**config.mk**
```make
export PLATFORM = sky130hd
export DESIGN_NAME = addsub_accumulator
export DESIGN_NICKNAME = d
export VERILOG_FILES = /design/src/rtl/addsub_accumulator_pkg.sv /design/src/rtl/addsub_core.sv /design/src/rtl/addsub_accumulator.sv
export SDC_FILE = /design/constraint.sdc
export NUM_CORES = 1
export LEC_CHECK = 0
export BUFFER_PORTS_ARGS = -buffer_cell sky130_fd_sc_hd__clkbuf_2
export CAP_MARGIN = 40
export CORE_UTILIZATION = 53
export CTS_CLUSTER_DIAMETER = 150
export DETAILED_ROUTE_END_ITERATION = 10
export PLACE_DENSITY = 0.81
export RECOVER_POWER = 50
export SETUP_SLACK_MARGIN = 0.3
export SLEW_MARGIN = 20
export SYNTH_ARGS = -nofsm -noshare
export SYNTH_HDL_FRONTEND = slang
export SYNTH_SLANG_ARGS = --single-unit
```
**constraint.sdc**
```tcl
create_clock -name clk -period 6.87 [get_ports clk]
set_input_delay 0.687 -clock clk [delete_from_list [all_inputs] [get_ports clk]]
set_output_delay 0.687 -clock clk [all_outputs]
set_load 0.03 [all_outputs]
```
**src/rtl/addsub_accumulator_pkg.sv**
```systemverilog
// Shared encodings for the add/subtract accumulator: command codes, FSM states
// and the default datapath width.
package addsub_accumulator_pkg;

   localparam int unsigned DEFAULT_WIDTH = 4;

   typedef enum logic [1:0] {
      CMD_ADD   = 2'b00,
      CMD_SUB   = 2'b01,
      CMD_LOAD  = 2'b10,
      CMD_CLEAR = 2'b11
   } cmd_e;

   typedef enum logic [1:0] {
      ST_IDLE = 2'b00,
      ST_EXEC = 2'b01,
      ST_RESP = 2'b10
   } state_e;

endpackage

```
**src/rtl/addsub_core.sv**
```systemverilog
// Combinational ripple adder/subtractor: s = a + (b ^ {WIDTH{op}}) + op,
// built from one full adder per bit.
module addsub_core
   import addsub_accumulator_pkg::*;
#(
   parameter int unsigned WIDTH = DEFAULT_WIDTH
) (
   input  logic [WIDTH-1:0] a,
   input  logic [WIDTH-1:0] b,
   input  logic             op,
   output logic [WIDTH-1:0] s,
   output logic             cout
);

   logic [WIDTH:0]   carry;
   logic [WIDTH-1:0] b_x;

   // Inverting b and injecting op as carry-in gives two's-complement subtract.
   assign b_x      = b ^ {WIDTH{op}};
   assign carry[0] = op;

   for (genvar i = 0; i < WIDTH; i++) begin : g_fa
      assign s[i]       = a[i] ^ b_x[i] ^ carry[i];
      assign carry[i+1] = (a[i] & b_x[i]) | (carry[i] & (a[i] ^ b_x[i]));
   end

   assign cout = carry[WIDTH];

endmodule

```
**src/rtl/addsub_accumulator.sv**
```systemverilog
// Accumulator stage: accepts one command per handshake, applies it to acc in EXEC
// and holds the result plus flags in RESP until the consumer takes it.
module addsub_accumulator
   import addsub_accumulator_pkg::*;
#(
   parameter int unsigned      WIDTH    = DEFAULT_WIDTH,
   parameter logic [WIDTH-1:0] ACC_INIT = '0
) (
   input  logic             clk,
   input  logic             rst_n,
   input  logic             in_valid,
   output logic             in_ready,
   input  logic [1:0]       in_cmd,
   input  logic [WIDTH-1:0] in_data,
   output logic             out_valid,
   input  logic             out_ready,
   output logic [WIDTH-1:0] out_result,
   output logic             out_carry,
   output logic             out_overflow,
   output logic             out_zero,
   output logic [WIDTH-1:0] acc
);

   localparam int unsigned MSB = WIDTH - 1;

   state_e           state_q, state_d;
   cmd_e             cmd_q, cmd_d;
   logic [WIDTH-1:0] data_q, data_d;
   logic [WIDTH-1:0] acc_q, acc_d;
   logic [WIDTH-1:0] result_q, result_d;
   logic             carry_q, carry_d;
   logic             ovf_q, ovf_d;
   logic             zero_q, zero_d;

   logic [WIDTH-1:0] core_s;
   logic             core_cout;
   logic             core_op;
   logic [WIDTH-1:0] exec_res;
   logic             exec_carry;
   logic             exec_ovf;

   assign core_op = (cmd_q == CMD_SUB);

   addsub_core #(
      .WIDTH(WIDTH)
   ) u_core (
      .a    (acc_q),
      .b    (data_q),
      .op   (core_op),
      .s    (core_s),
      .cout (core_cout)
   );

   // Result and flags for the latched command; only consumed in EXEC.
   always_comb begin
      exec_res   = '0;
      exec_carry = 1'b0;
      exec_ovf   = 1'b0;
      unique case (cmd_q)
         CMD_ADD: begin
            exec_res   = core_s;
            exec_carry = core_cout;
            exec_ovf   = (acc_q[MSB] == data_q[MSB]) && (core_s[MSB] != acc_q[MSB]);
         end
         CMD_SUB: begin
            exec_res   = core_s;
            exec_carry = core_cout;
            exec_ovf   = (acc_q[MSB] != data_q[MSB]) && (core_s[MSB] != acc_q[MSB]);
         end
         CMD_LOAD: begin
            exec_res = data_q;
         end
         CMD_CLEAR: begin
            exec_res = '0;
         end
      endcase
   end

   always_comb begin
      state_d   = state_q;
      cmd_d     = cmd_q;
      data_d    = data_q;
      acc_d     = acc_q;
      result_d  = result_q;
      carry_d   = carry_q;
      ovf_d     = ovf_q;
      zero_d    = zero_q;
      in_ready  = 1'b0;
      out_valid = 1'b0;

      case (state_q)
         ST_IDLE: begin
            in_ready = 1'b1;
            if (in_valid) begin
               cmd_d   = cmd_e'(in_cmd);
               data_d  = in_data;
               state_d = ST_EXEC;
            end
         end
         ST_EXEC: begin
            result_d = exec_res;
            carry_d  = exec_carry;
            ovf_d    = exec_ovf;
            zero_d   = (exec_res == '0);
            acc_d    = exec_res;
            state_d  = ST_RESP;
         end
         ST_RESP: begin
            out_valid = 1'b1;
            if (out_ready) begin
               state_d = ST_IDLE;
            end
         end
         default: begin
            state_d = ST_IDLE;
         end
      endcase
   end

   always_ff @(posedge clk or negedge rst_n) begin
      if (!rst_n) begin
         state_q  <= ST_IDLE;
         cmd_q    <= CMD_ADD;
         data_q   <= '0;
         acc_q    <= ACC_INIT;
         result_q <= '0;
         carry_q  <= 1'b0;
         ovf_q    <= 1'b0;
         zero_q   <= 1'b0;
      end else begin
         state_q  <= state_d;
         cmd_q    <= cmd_d;
         data_q   <= data_d;
         acc_q    <= acc_d;
         result_q <= result_d;
         carry_q  <= carry_d;
         ovf_q    <= ovf_d;
         zero_q   <= zero_d;
      end
   end

   assign out_result   = result_q;
   assign out_carry    = carry_q;
   assign out_overflow = ovf_q;
   assign out_zero     = zero_q;
   assign acc          = acc_q;

endmodule

```
* Word level (Yosys, flattened, before mapping)
Index checks and enable logic that the tools add are counted.
Operators by class: reduce and logical (&&, ||, !) cells 8, bitwise operators 21, muxes and demuxes 8, equal/unequal tests 10
Operators with widths (count):
- $pmux 4 s3 | 1
- $and 1x1->1 | 8
- $xor 1x1->1 | 8
- $eq 2x2->1 const B | 3
- $pmux 2 s3 | 1
- $eq 2x1->1 const B | 2
- $logic_not 2->1 | 2
- $logic_not 4->1 | 1
- $mux 2 | 2
- $ne 2x2->1 const B | 2
- $or 1x1->1 | 4
- $reduce_and 2->1 | 2
- $xor 4x4->4 | 1
- $mux 1 | 3
- $logic_and 1x1->1 | 2
- $ne 1x1->1 | 2
- $pmux 1 s2 | 1
- $reduce_or 2->1 | 1
- $eq 1x1->1 | 1
Word-level totals: input port bits 10, logic and storage cells 54, output and inout port bits 13, register bits 15

* Longest topological paths before layout
depth in word-level cells 13, depth in mapped cells 9, gate-level depth less buffers 9

* By module
Synthesis repeated with hierarchy kept, for this count alone.
Second synthesis, totals: cell total of the unflattened synthesis 74, area, all modules 858.3 um2
Modules (own cells, without submodules):
- addsub_accumulator | instances 1, area each 737.0 um2, sequential area each 375.4 um2, cells each 62
- addsub_core | instances 1, area each 121.4 um2, sequential area each 0.0 um2, cells each 12

* Worst setup path after synthesis
OpenSTA, ideal clock, no wires.
path type register to register, start register, netlist name out_result[0], end register ovf_q, in the netlist out_overflow, setup time 124 ps, path buffers 0, arrival 2183 ps, cell stages (with the launch flop) 10, period minus slack after synthesis 2307 ps, required time 6746 ps, slack 4563 ps, path through dfrtp_1 nand2_1 o21ai_0 fa_1 inv_1 fa_1 fa_1 and2_1 mux2i_1 o31ai_2
RTL lines:
- end signal: assignment | RTL line addsub_accumulator.sv:137 | ovf_q <= ovf_d;
- end: declaration | RTL line addsub_accumulator.sv:32 | logic ovf_q, ovf_d;

* Worst setup path in the final report
start register cmd_q[1], end register zero_q, in the netlist out_zero
On the way: cells in the longest elaborated chain, start to end 12, elaborated cells between the ends (all ways) 25, classes of those cells eq/ne: 3; mux: 1; bitwise: 18; reduce/logical: 3
RTL lines:
- start: declaration | RTL line addsub_accumulator.sv:27 | cmd_e cmd_q, cmd_d;
- start signal: assignment | RTL line addsub_accumulator.sv:132 | cmd_q <= cmd_d;
- $eq 2x1->1 | RTL line addsub_accumulator.sv:42, addsub_accumulator.sv:59
- $xor 4x4->4 | RTL line addsub_core.sv:19 | assign b_x = b ^ {WIDTH{op}};
- $xor 1x1->1 | RTL line addsub_core.sv:23, addsub_core.sv:24
- $and 1x1->1 | RTL line addsub_core.sv:24 | assign carry[i+1] = (a[i] & b_x[i]) | (carry[i] & (a[i] ^ b_x[i]));
- $or 1x1->1 | RTL line addsub_core.sv:24
- $and 1x1->1 | RTL line addsub_core.sv:24
- $or 1x1->1 | RTL line addsub_core.sv:24
- $and 1x1->1 | RTL line addsub_core.sv:24
- $or 1x1->1 | RTL line addsub_core.sv:24
- $xor 1x1->1 | RTL line addsub_core.sv:23 | assign s[i] = a[i] ^ b_x[i] ^ carry[i];
- $pmux 4 s3 * | RTL line addsub_accumulator.sv:59 | unique case (cmd_q)
- $logic_not 4->1 * | RTL line addsub_accumulator.sv:104 | zero_d = (exec_res == '0);
- end signal: assignment | RTL line addsub_accumulator.sv:138 | zero_q <= zero_d;
- end: declaration | RTL line addsub_accumulator.sv:33 | logic zero_q, zero_d;
Every way passes the cells marked *; elsewhere a longest branch is shown, timed or not. A chain may end at the register's enable or synchronous reset.

==> out/metrics.csv <==
stage,metric,value,unit
detailed_routing,drt_pass1_iterations,4,
synthesis,async_reset_ff_frac,1.00,
setup_path,crit_required,7.11,ns
setup_path,slowest_delay,0.54,ns
finish,final_common_cell,clkbuf_2,
setup_path,cp_common_cell,fa_1,
sta,period_minus_slack,2.67,ns
clocking,postCtsHoldBufs,0,
finish,fin_nets,111,
sta,finalWorstSetupSlack,4.20,ns
sta,worst_slew_pin_slew,0.771,ns
finish,multi_input_area,390,µm²
die,rows,13,
setup_path,critical_path_class,flip-flop to flip-flop,
finish,drive_gt1_frac,0.278,
synthesis,yosysUniqueCellTypes,24,
setup_path,crit_path_end_kind,flip-flop,
placement,hpwl,1.13,mm
setup_path,worstPathCellList,nand2b_4 -> o21ai_0 -> fa_1 -> inv_1 -> fa_1 -> fa_1 -> nor2_1 -> a31oi_1 -> a32o_1,
die,dieWidth,41.7,µm
setup_path,cp_num_buf_inv,1,
synthesis,synth_top_area_frac,0.450,
placement,place_ws,4.21,ns
detailed_routing,wl_per_cell,12.7,µm
detailed_routing,antenna_left,0,
clocking,path_clk_slew,0.09,ns
clocking,clock_path_buffers,2,
clocking,postCtsResizedCells,0,
detailed_routing,drtIter0Drc,17,
synthesis,synth_seq_area_share,0.450,
placement,io_buffers,22,
detailed_routing,route.detailed.drc,0,
global_route,grt_max_degree,16,
flow_run,maxCapViolations,0,
sta,clock.fmax,0.374,GHz
synthesis,avgSynthCellArea,10.7,µm²
clocking,cts_tree,yes,
synthesis,yosys_register_bits,15,
finish,antennaDiodeCount,0,
finish,ff_latch_area,375,µm²
global_route,grt_pass1_vias,604,
placement,globalplace.congestion,0.840,
clocking,cts_made_buffers,3,
detailed_routing,via_per_inst,5.42,
synthesis,yosys.area.top_type,dfrtp_1,
finish,n_fill_cell,117,
clocking,postCtsSetupBuffers,0,
setup_path,cp-start-kind,flip-flop,
sta,hold_viol,0,
clocking,clock_latency,0.30,ns
synthesis,synth_nets,91,
global_route,globalRouteOverflowTotal,0,
clocking,cts_sinks,15,
detailed_routing,vias,607,
global_route,grt.total_usage,0.191,
die,core-area,0.00138,mm²
setup_path,cp_top_family,adder cells,
clocking,h-tree-depth,1,
synthesis,syn-instance-count,78,
synthesis,ys_top_cells_by_area,"dfrtp_1 45%, fa_1 7.2%, mux2_1 6.8%",
clocking,cts-root-buf,clkbuf_4,
finish,final_cell_mix,"21 x clkbuf_2, 15 x dfrtp_1, 7 x nand2_1",
sta,rsz0062_at_grt,false,
setup_path,arrival,2.91,ns
synthesis,synthesis.area,833,µm²
sta,maxSlewViolCount,0,
sta,clock_skew,0.00375,ns
setup_path,crit_slowest_cell,fa_1,
hold_path,hp-class,input pin to async pin,
outcome,outcome,"complete, no violations",
global_route,antenna_found_initial,0,
global_route,grt_pass1_wl,2.47,mm
synthesis,synth-main-ff-cell,dfrtp_1,
die,die_height,41.7,µm
sta,final-setup-viol-count,0,
die,pin_count,23,
synthesis,ys_warn_count,0,
setup_path,path_max_fanout,14,
finish,syn_to_final_growth,13.1,%
synthesis,synth_edf_count,0,
die,start_util,0.603,
detailed_routing,routed_wl,1.43,mm
sta,tns,0,ns
sta,period_share,0.389,
die,die-area,0.00173,mm²
sta,slew_headroom,0.486,
[worst register-to-register path, stage by stage, from the launching register on]
cell and delay, ns:
dfrtp_1 0.52, nand2b_4 0.25, o21ai_0 0.24, fa_1 0.23, inv_1 0.05, fa_1 0.38, fa_1 0.54, nor2_1 0.05
a31oi_1 0.19, a32o_1 0.18
[cell usage after synthesis, types with 3 or more instances]
cell,count
nor2_1,5
inv_1,6
mux2_1,5
nand2_1,7
buf_2,3
nand2b_1,3
o21ai_0,3
a31oi_1,4
dfrtp_1,15
buf_4,4
fa_1,3
o21ai_1,5
[metal layers]
layer,up-vias,share of wire,global-route usage
met4,0,0.025,0.116
li1,291,-,-
met1,291,0.42,0.231
met3,5,0.039,0.0391
met5,-,0,0
met2,20,0.51,0.313
[state kept, by name, summed over array words and instances, names as in the netlist]
register      count
out_zero          1
data_q            4
out_overflow      1
out_carry         1
cmd_q             2
state_q           2
out_result        4
[area by class of cell]
type                            count  share of cell area
Clock buffer                        4              0.0279
Tap cell                           15              0.0199
Sequential cell                    15               0.398
Timing Repair Buffer               22               0.116
Multi-Input combinational cell     50               0.414
Inverter                            6              0.0239
[cells by family after synthesis]
family	synth area share
adders and majority gates	0.0721
buffers and inverters	0.0811
xor gates and xnor gates	0.0646
muxes	0.0796
and+or+nand+nor	0.126
AOI/OAI and AO/OA	0.126
DFF	0.450
[stage by stage]
stage / utilization / hold slack (ns) / cell area [µm²] / instances
after CTS: 0.682 / 0.307 / 943 / 112
after floorplan: - / 0.391 / 833 / 78
final: 0.681 / 0.430 / 942 / 112
after detailed placement: 0.663 / 0.487 / 917 / 108
after global routing: 0.681 / 0.523 / 942 / 112
after global placement: 0.663 / 0.476 / 917 / 108
[path summary, 6_finish.rpt]
path / endpoint / cells after the start / slack, ns / from
min: out_result[1] / 1 / 0.43 / rst_n
min reg2reg: out_overflow / 2 / 0.51 / out_overflow
max reg2reg: out_zero / 9 / 4.20 / cmd_q[1]
max in group asynchronous: data_q[3] / 1 / 5.96 / rst_n
max: out_zero / 9 / 4.20 / cmd_q[1]
min in group clk: out_overflow / 2 / 0.51 / out_overflow
Power is left out: the tool's default activity adds up to more than one toggle a clock period on the data nets, which glitch-free logic cannot reach.
